$ cat src/rtl/pc_redirect_ctrl_if.sv
// Fetch/execute handshake bundle between the pipeline and the PC redirect controller.
// master is the pipeline side, slave is the controller.
interface pc_redirect_ctrl_if;
   logic        fetch_ready;
   logic        imem_busy;
   logic        imem_resp;
   logic        bp_taken;
   logic        ex_valid;
   logic        ex_br;
   logic        ex_jal;
   logic        ex_jalr;
   logic        ex_br_en;
   logic        ex_pred_taken;
   logic [2:0]  pcmux_sel;
   logic        pc_load;
   logic        flush_if_id;
   logic        flush_id_ex;
   logic        ex_stall;
   logic        squash_resp;
   logic [31:0] redirect_cnt;
   logic [31:0] mispredict_cnt;

   modport master (
      output fetch_ready, imem_busy, imem_resp, bp_taken,
             ex_valid, ex_br, ex_jal, ex_jalr, ex_br_en, ex_pred_taken,
      input  pcmux_sel, pc_load, flush_if_id, flush_id_ex, ex_stall,
             squash_resp, redirect_cnt, mispredict_cnt
   );

   modport slave (
      input  fetch_ready, imem_busy, imem_resp, bp_taken,
             ex_valid, ex_br, ex_jal, ex_jalr, ex_br_en, ex_pred_taken,
      output pcmux_sel, pc_load, flush_if_id, flush_id_ex, ex_stall,
             squash_resp, redirect_cnt, mispredict_cnt
   );
endinterface

$ cat src/rtl/pc_redirect_ctrl.sv
// Fetch PC sequencer: picks next-PC source, flushes younger stages on redirect, zero-latency when fetch is ready.
// A redirect that meets fetch_ready=0 is parked in HOLD (execute stalled); one stale imem response is squashed afterwards.
module pc_redirect_ctrl (
   input logic              clk,
   input logic              rst,
   pc_redirect_ctrl_if.slave bus
);
   localparam logic [2:0] SEL_PC4   = 3'b000;
   localparam logic [2:0] SEL_ALU   = 3'b001;
   localparam logic [2:0] SEL_MOD2  = 3'b010;
   localparam logic [2:0] SEL_BRP   = 3'b011;
   localparam logic [2:0] SEL_RECOV = 3'b100;

   typedef enum logic [1:0] {ST_RUN, ST_HOLD, ST_SQUASH} state_t;

   state_t      state_q, state_d;
   logic [2:0]  pend_sel_q;
   logic        pend_mis_q;
   logic [31:0] red_cnt_q, mis_cnt_q;

   logic        dec_redir, dec_mis;
   logic [2:0]  dec_sel;
   logic        cnt_bump, mis_bump;
   logic        pend_set, pend_clr;

   always_comb begin
      dec_redir = 1'b0;
      dec_mis   = 1'b0;
      dec_sel   = SEL_PC4;
      if (bus.ex_valid) begin
         if (bus.ex_jalr) begin
            dec_redir = 1'b1;
            dec_sel   = SEL_MOD2;
         end else if (bus.ex_br && bus.ex_br_en && !bus.ex_pred_taken) begin
            dec_redir = 1'b1;
            dec_mis   = 1'b1;
            dec_sel   = SEL_ALU;
         end else if (bus.ex_br && !bus.ex_br_en && bus.ex_pred_taken) begin
            dec_redir = 1'b1;
            dec_mis   = 1'b1;
            dec_sel   = SEL_RECOV;
         end else if (bus.ex_jal && !bus.ex_pred_taken) begin
            dec_redir = 1'b1;
            dec_sel   = SEL_ALU;
         end
      end
   end

   always_ff @(posedge clk) begin
      if (!rst) state_q <= ST_RUN;
      else      state_q <= state_d;
   end

   always_comb begin
      state_d = state_q;
      case (state_q)
         ST_RUN: begin
            if (dec_redir) begin
               if (!bus.fetch_ready)   state_d = ST_HOLD;
               else if (bus.imem_busy) state_d = ST_SQUASH;
            end
         end
         ST_HOLD: begin
            if (bus.fetch_ready) state_d = bus.imem_busy ? ST_SQUASH : ST_RUN;
         end
         ST_SQUASH: begin
            if (bus.imem_resp) state_d = ST_RUN;
         end
         default: state_d = ST_RUN;
      endcase
   end

   // Outputs are forced to their reset values whenever rst is low, not just after the edge.
   always_comb begin
      bus.pcmux_sel   = SEL_PC4;
      bus.pc_load     = 1'b0;
      bus.flush_if_id = 1'b0;
      bus.flush_id_ex = 1'b0;
      bus.ex_stall    = 1'b0;
      bus.squash_resp = 1'b0;
      cnt_bump        = 1'b0;
      mis_bump        = 1'b0;
      pend_set        = 1'b0;
      pend_clr        = 1'b0;
      if (rst) begin
         case (state_q)
            ST_RUN: begin
               bus.pcmux_sel = dec_redir ? dec_sel : (bus.bp_taken ? SEL_BRP : SEL_PC4);
               bus.pc_load   = bus.fetch_ready;
               if (dec_redir) begin
                  bus.flush_if_id = 1'b1;
                  bus.flush_id_ex = 1'b1;
                  bus.ex_stall    = !bus.fetch_ready;
                  cnt_bump        = bus.fetch_ready;
                  mis_bump        = bus.fetch_ready && dec_mis;
                  pend_set        = !bus.fetch_ready;
               end
            end
            ST_HOLD: begin
               bus.pcmux_sel = pend_sel_q;
               bus.pc_load   = bus.fetch_ready;
               bus.ex_stall  = 1'b1;
               cnt_bump      = bus.fetch_ready;
               mis_bump      = bus.fetch_ready && pend_mis_q;
               pend_clr      = bus.fetch_ready;
            end
            ST_SQUASH: begin
               bus.squash_resp = bus.imem_resp;
            end
            default: ;
         endcase
      end
   end

   always_ff @(posedge clk) begin
      if (!rst) begin
         pend_sel_q <= SEL_PC4;
         pend_mis_q <= 1'b0;
         red_cnt_q  <= 32'd0;
         mis_cnt_q  <= 32'd0;
      end else begin
         if (pend_set) begin
            pend_sel_q <= dec_sel;
            pend_mis_q <= dec_mis;
         end else if (pend_clr) begin
            pend_sel_q <= SEL_PC4;
            pend_mis_q <= 1'b0;
         end
         if (cnt_bump) red_cnt_q <= red_cnt_q + 32'd1;
         if (mis_bump) mis_cnt_q <= mis_cnt_q + 32'd1;
      end
   end

   assign bus.redirect_cnt   = rst ? red_cnt_q : 32'd0;
   assign bus.mispredict_cnt = rst ? mis_cnt_q : 32'd0;
endmodule

$ cat src/flat_wrapper.sv
// flat-port wrapper written by rule: the top's interface ports become plain ports
module pc_redirect_ctrl_flat 
  (clk, rst, bus_fetch_ready, bus_imem_busy, bus_imem_resp, bus_bp_taken, bus_ex_valid, bus_ex_br, bus_ex_jal, bus_ex_jalr, bus_ex_br_en, bus_ex_pred_taken, bus_pcmux_sel, bus_pc_load, bus_flush_if_id, bus_flush_id_ex, bus_ex_stall, bus_squash_resp, bus_redirect_cnt, bus_mispredict_cnt);
  pc_redirect_ctrl_if bus_i ();
  input logic clk;
  input logic rst;
  input wire logic [$bits(bus_i.fetch_ready)-1:0] bus_fetch_ready;
  input wire logic [$bits(bus_i.imem_busy)-1:0] bus_imem_busy;
  input wire logic [$bits(bus_i.imem_resp)-1:0] bus_imem_resp;
  input wire logic [$bits(bus_i.bp_taken)-1:0] bus_bp_taken;
  input wire logic [$bits(bus_i.ex_valid)-1:0] bus_ex_valid;
  input wire logic [$bits(bus_i.ex_br)-1:0] bus_ex_br;
  input wire logic [$bits(bus_i.ex_jal)-1:0] bus_ex_jal;
  input wire logic [$bits(bus_i.ex_jalr)-1:0] bus_ex_jalr;
  input wire logic [$bits(bus_i.ex_br_en)-1:0] bus_ex_br_en;
  input wire logic [$bits(bus_i.ex_pred_taken)-1:0] bus_ex_pred_taken;
  output wire logic [$bits(bus_i.pcmux_sel)-1:0] bus_pcmux_sel;
  output wire logic [$bits(bus_i.pc_load)-1:0] bus_pc_load;
  output wire logic [$bits(bus_i.flush_if_id)-1:0] bus_flush_if_id;
  output wire logic [$bits(bus_i.flush_id_ex)-1:0] bus_flush_id_ex;
  output wire logic [$bits(bus_i.ex_stall)-1:0] bus_ex_stall;
  output wire logic [$bits(bus_i.squash_resp)-1:0] bus_squash_resp;
  output wire logic [$bits(bus_i.redirect_cnt)-1:0] bus_redirect_cnt;
  output wire logic [$bits(bus_i.mispredict_cnt)-1:0] bus_mispredict_cnt;
  assign bus_i.fetch_ready = bus_fetch_ready;
  assign bus_i.imem_busy = bus_imem_busy;
  assign bus_i.imem_resp = bus_imem_resp;
  assign bus_i.bp_taken = bus_bp_taken;
  assign bus_i.ex_valid = bus_ex_valid;
  assign bus_i.ex_br = bus_ex_br;
  assign bus_i.ex_jal = bus_ex_jal;
  assign bus_i.ex_jalr = bus_ex_jalr;
  assign bus_i.ex_br_en = bus_ex_br_en;
  assign bus_i.ex_pred_taken = bus_ex_pred_taken;
  assign bus_pcmux_sel = bus_i.pcmux_sel;
  assign bus_pc_load = bus_i.pc_load;
  assign bus_flush_if_id = bus_i.flush_if_id;
  assign bus_flush_id_ex = bus_i.flush_id_ex;
  assign bus_ex_stall = bus_i.ex_stall;
  assign bus_squash_resp = bus_i.squash_resp;
  assign bus_redirect_cnt = bus_i.redirect_cnt;
  assign bus_mispredict_cnt = bus_i.mispredict_cnt;
  pc_redirect_ctrl u_core (.clk(clk), .rst(rst), .bus(bus_i));
endmodule
$ cat config.mk
export PLATFORM = sky130hd
export DESIGN_NAME = pc_redirect_ctrl_flat
export DESIGN_NICKNAME = d
export VERILOG_FILES = /design/src/rtl/pc_redirect_ctrl_if.sv /design/src/rtl/pc_redirect_ctrl.sv /design/src/flat_wrapper.sv
export SDC_FILE = /design/constraint.sdc
export NUM_CORES = 1
export LEC_CHECK = 0
export CELL_PAD_IN_SITES_DETAIL_PLACEMENT = 0
export CELL_PAD_IN_SITES_GLOBAL_PLACEMENT = 1
export CORE_MARGIN = 4
export CORE_UTILIZATION = 35
export DETAILED_ROUTE_END_ITERATION = 7
export PLACE_DENSITY = 0.73
export RECOVER_POWER = 25
export REMOVE_ABC_BUFFERS = 1
export SETUP_SLACK_MARGIN = 0.15
export SKIP_LAST_GASP = 1
export SYNTH_ARGS = -nofsm -noshare
export SYNTH_HDL_FRONTEND = slang
export SYNTH_SLANG_ARGS = --single-unit
$ cat constraint.sdc
create_clock -name clk -period 5.1 [get_ports clk]
set_input_delay 1.02 -clock clk [delete_from_list [all_inputs] [get_ports clk]]
set_output_delay 1.02 -clock clk [all_outputs]
set_load 0.02 [all_outputs]
==> flow_summary.ini <==
[timing]
finalMaxSlewViolations = 0
worst_pin_slew_ns = 0.8548
relSlewSlack = 0.4266
timing.hold.ws_ns = 0.4469
setup_viol = 0
fin_skew_ns = 0.009846
fin_crit_sh = 0.8416
rsz0062_at_grt = no
setup_tns_ns = 0
hold_viol = 0
min_period_ns = 4.292
fmax_ghz = 0.2330

[grt]
track_usage = 0.1598
grt-ovfl-total = 0
grt_max_degree = 69
grt_use_met2 = 0.2611
met3_usage = 0.03209
grt_pass1_wl_um = 17020
grtUsageMet1 = 0.2123
antenna_found_initial = 0
grt-busiest-layer = met2
grt_pass1_vias = 3630

[clock_network]
clock_latency_ns = 0.35
cts_setup_buffers = 0
cts_hold_buf = 0
clkTransAtPathRegs_ns = 0.08
clock_path_buffers = 2
cts_resized = 0
cts_root_buf = clkbuf_8
cts.htree.levels = 3
cts_buffers = 9
cts_tree = done
cts_sinks = 70

[routing]
wl_per_cell_um = 14.02
drt_first_iter_violations = 165
routed_wirelength_um = 10080
viasPerCell = 5.195
ant_nets = 0
drc = 0
num_vias = 3735
dr.pass1.iters = 4

[critical_path]
critical_path.startpoint = bus_ex_br
r2r_slack_ns = 2.13
r2r-end = u_core.mis_cnt_q[24]
crit_end = bus_ex_stall
worstPathCellList = dlygate4sd3_1 -> a21oi_1 -> o211ai_1 -> and2_0 -> nand2b_1 -> a21oi_1 -> clkdlybuf4s50_1
crit_buf_inv = 2
arrival_ns = 3.27
crit_path_end_kind = output pin
required_ns = 4.08
r2r_cells = 5
crit_slowest_cell = clkdlybuf4s50_1
worstSetupStartpointType = primary input
critPathMaxFanout = 5
crit_family = buffers and inverters
crit_top_cell = a21oi_1
cp.depth = 7
slowest_delay_ns = 0.65
path_class = in2out
r2r_start = u_core.state_q[0]

[die]
ioPinCount = 84
initial_core_util = 0.3584
die-height_um = 113.4
core_mm2 = 0.01084
core.rowCount = 38
die_w_um = 113.4
die_area_mm2 = 0.01285

[layout]
finalNetCount = 589
num_antenna_cells = 0
layout_common_cells = clkdlybuf4s50_1 (80), dfxtp_1 (70), and2_1 (55)
syn_to_final_growth_pct = 28.41
postLayoutCellArea_mm2 = 0.004989
instances_no_fill = 719
final_common_cell = clkdlybuf4s50_1
drive_gt1_frac = 0.05872

[power]
power_density_mw_per_mm2 = 215.3
internal_power_mw = 0.8101
p_sw_frac = 0.2457
p_seq_frac = 0.513
leakage_nw = 1.648
combPwrFrac = 0.070
p_total_mw = 1.074
ir_worst_vdd_mv = 0.1001
p_clk_frac = 0.417
p_sw_mw = 0.2639

[synth]
syn-cell-area_mm2 = 0.003885
yosysTopAreaCell = dfxtp_1
synthArstFlopShare = 0
synth-main-ff-cell = dfxtp_1
ys_top_cells_by_area = dfxtp_1 (36%), and2_1 (9.0%), nor2_1 (5.2%)
synth_edf_count = 0
synth-seq-cells = 70
yosys_warnings = 0
seq_area_frac_synth = 0.3607
avgSynthCellArea_um2 = 7.817
synth_cell_types = 53
synth_top_area_share = 0.3607
syn_inst = 497

[placement]
dp.cells = 704
portBuffers = 83
place_area_mm2 = 0.004846
gp_congestion = 0.8402
dpl.hpwl_um = 7200

[min_path]
hp-start = u_core.red_cnt_q[31]
worstHoldPathType = reg2reg

[flow_run]
max_cap_viol_count = 0

[status]
status = completed
-- through the flow --
| step | util | setup slack, ns |
|---|---|---|
| detailed placement | 0.4470 | 0.9186 |
| finish | 0.4602 | 0.8079 |
| CTS | 0.4645 | 0.9235 |
| global route | 0.4602 | 0.6776 |
| floorplan | - | 1.565 |
| global placement | 0.4470 | 0.9445 |
-- layout make-up --
| type | count | area, um2 |
|---|---|---|
| Multi-Input combinational cell | 385 | 2278 |
| Clock buffer | 11 | 141.4 |
| Fill cell | 1151 | 5852 |
| Clock inverter | 4 | 47.55 |
| Tap cell | 140 | 175.2 |
| Timing Repair Buffer | 90 | 873.3 |
| Inverter | 19 | 71.32 |
| Sequential cell | 70 | 1401 |
-- worst min-delay path by stage --
stage                      endpoint  slack [ns]  cells past startpoint
2_1_floorplan  u_core.red_cnt_q[31]        0.41                      1
3_3_place_gp   u_core.red_cnt_q[31]        0.42                      1
3_5_place_dp   u_core.red_cnt_q[31]        0.43                      1
4_1_cts        u_core.red_cnt_q[31]        0.44                      1
5_1_grt        u_core.red_cnt_q[31]        0.48                      1
6_report       u_core.red_cnt_q[31]        0.45                      1
-- cell families (layout without fill, tap and decap cells) --
logic type,after synthesis,count (layout),synth area share
AND/OR/NAND/NOR,271,271,0.3807
AO/OA/AOI/OAI,77,77,0.1263
flip-flops,70,70,0.3607
buffers and inverters,42,124,0.04219
XOR/XNOR,27,27,0.06087
multiplexers,8,8,0.02287
adder cells (fa/ha/maj),2,2,0.006440
-- state kept, by name (all words and copies together) (netlist names) --
name               cells
u_core.pend_sel_q      3
u_core.mis_cnt_q      32
u_core.state_q         2
u_core.red_cnt_q      32
u_core.pend_mis_q      1
-- power by group through the flow --
| stage | logic [mW] | clock network [mW] | registers, mW |
|---|---|---|---|
| after floorplan | 0.0376 | 0 | 0.564 |
| after global placement | 0.0790 | 0 | 0.564 |
| after detailed placement | 0.0788 | 0 | 0.564 |
| after CTS | 0.0793 | 0.464 | 0.552 |
| after global routing | 0.0835 | 0.483 | 0.552 |
| final | 0.0751 | 0.448 | 0.551 |
-- layer usage --
metal  wire, um  vias up
met1       4915     1740
met5          0        -
met2       4666       66
met4        131        0
li1           -     1916
met3        369       13
-- cell usage after synthesis, types with 2 or more instances --
cell type	instances
dfxtp_1	70
o211ai_1	2
mux2_2	7
o21ai_0	21
nand2_1	35
or4_1	10
and4_1	2
xnor2_1	10
or3_1	11
o31ai_1	13
nand3_1	30
xor2_1	17
a21oi_1	27
ha_1	2
nor3_1	13
and2_1	56
or3_2	5
buf_2	2
nor2_1	54
nand2b_1	3
and3_1	9
inv_1	18
nor4_1	7
clkbuf_1	19
nand4_1	25
a22oi_1	2
Power figures use the tool's default switching activity.
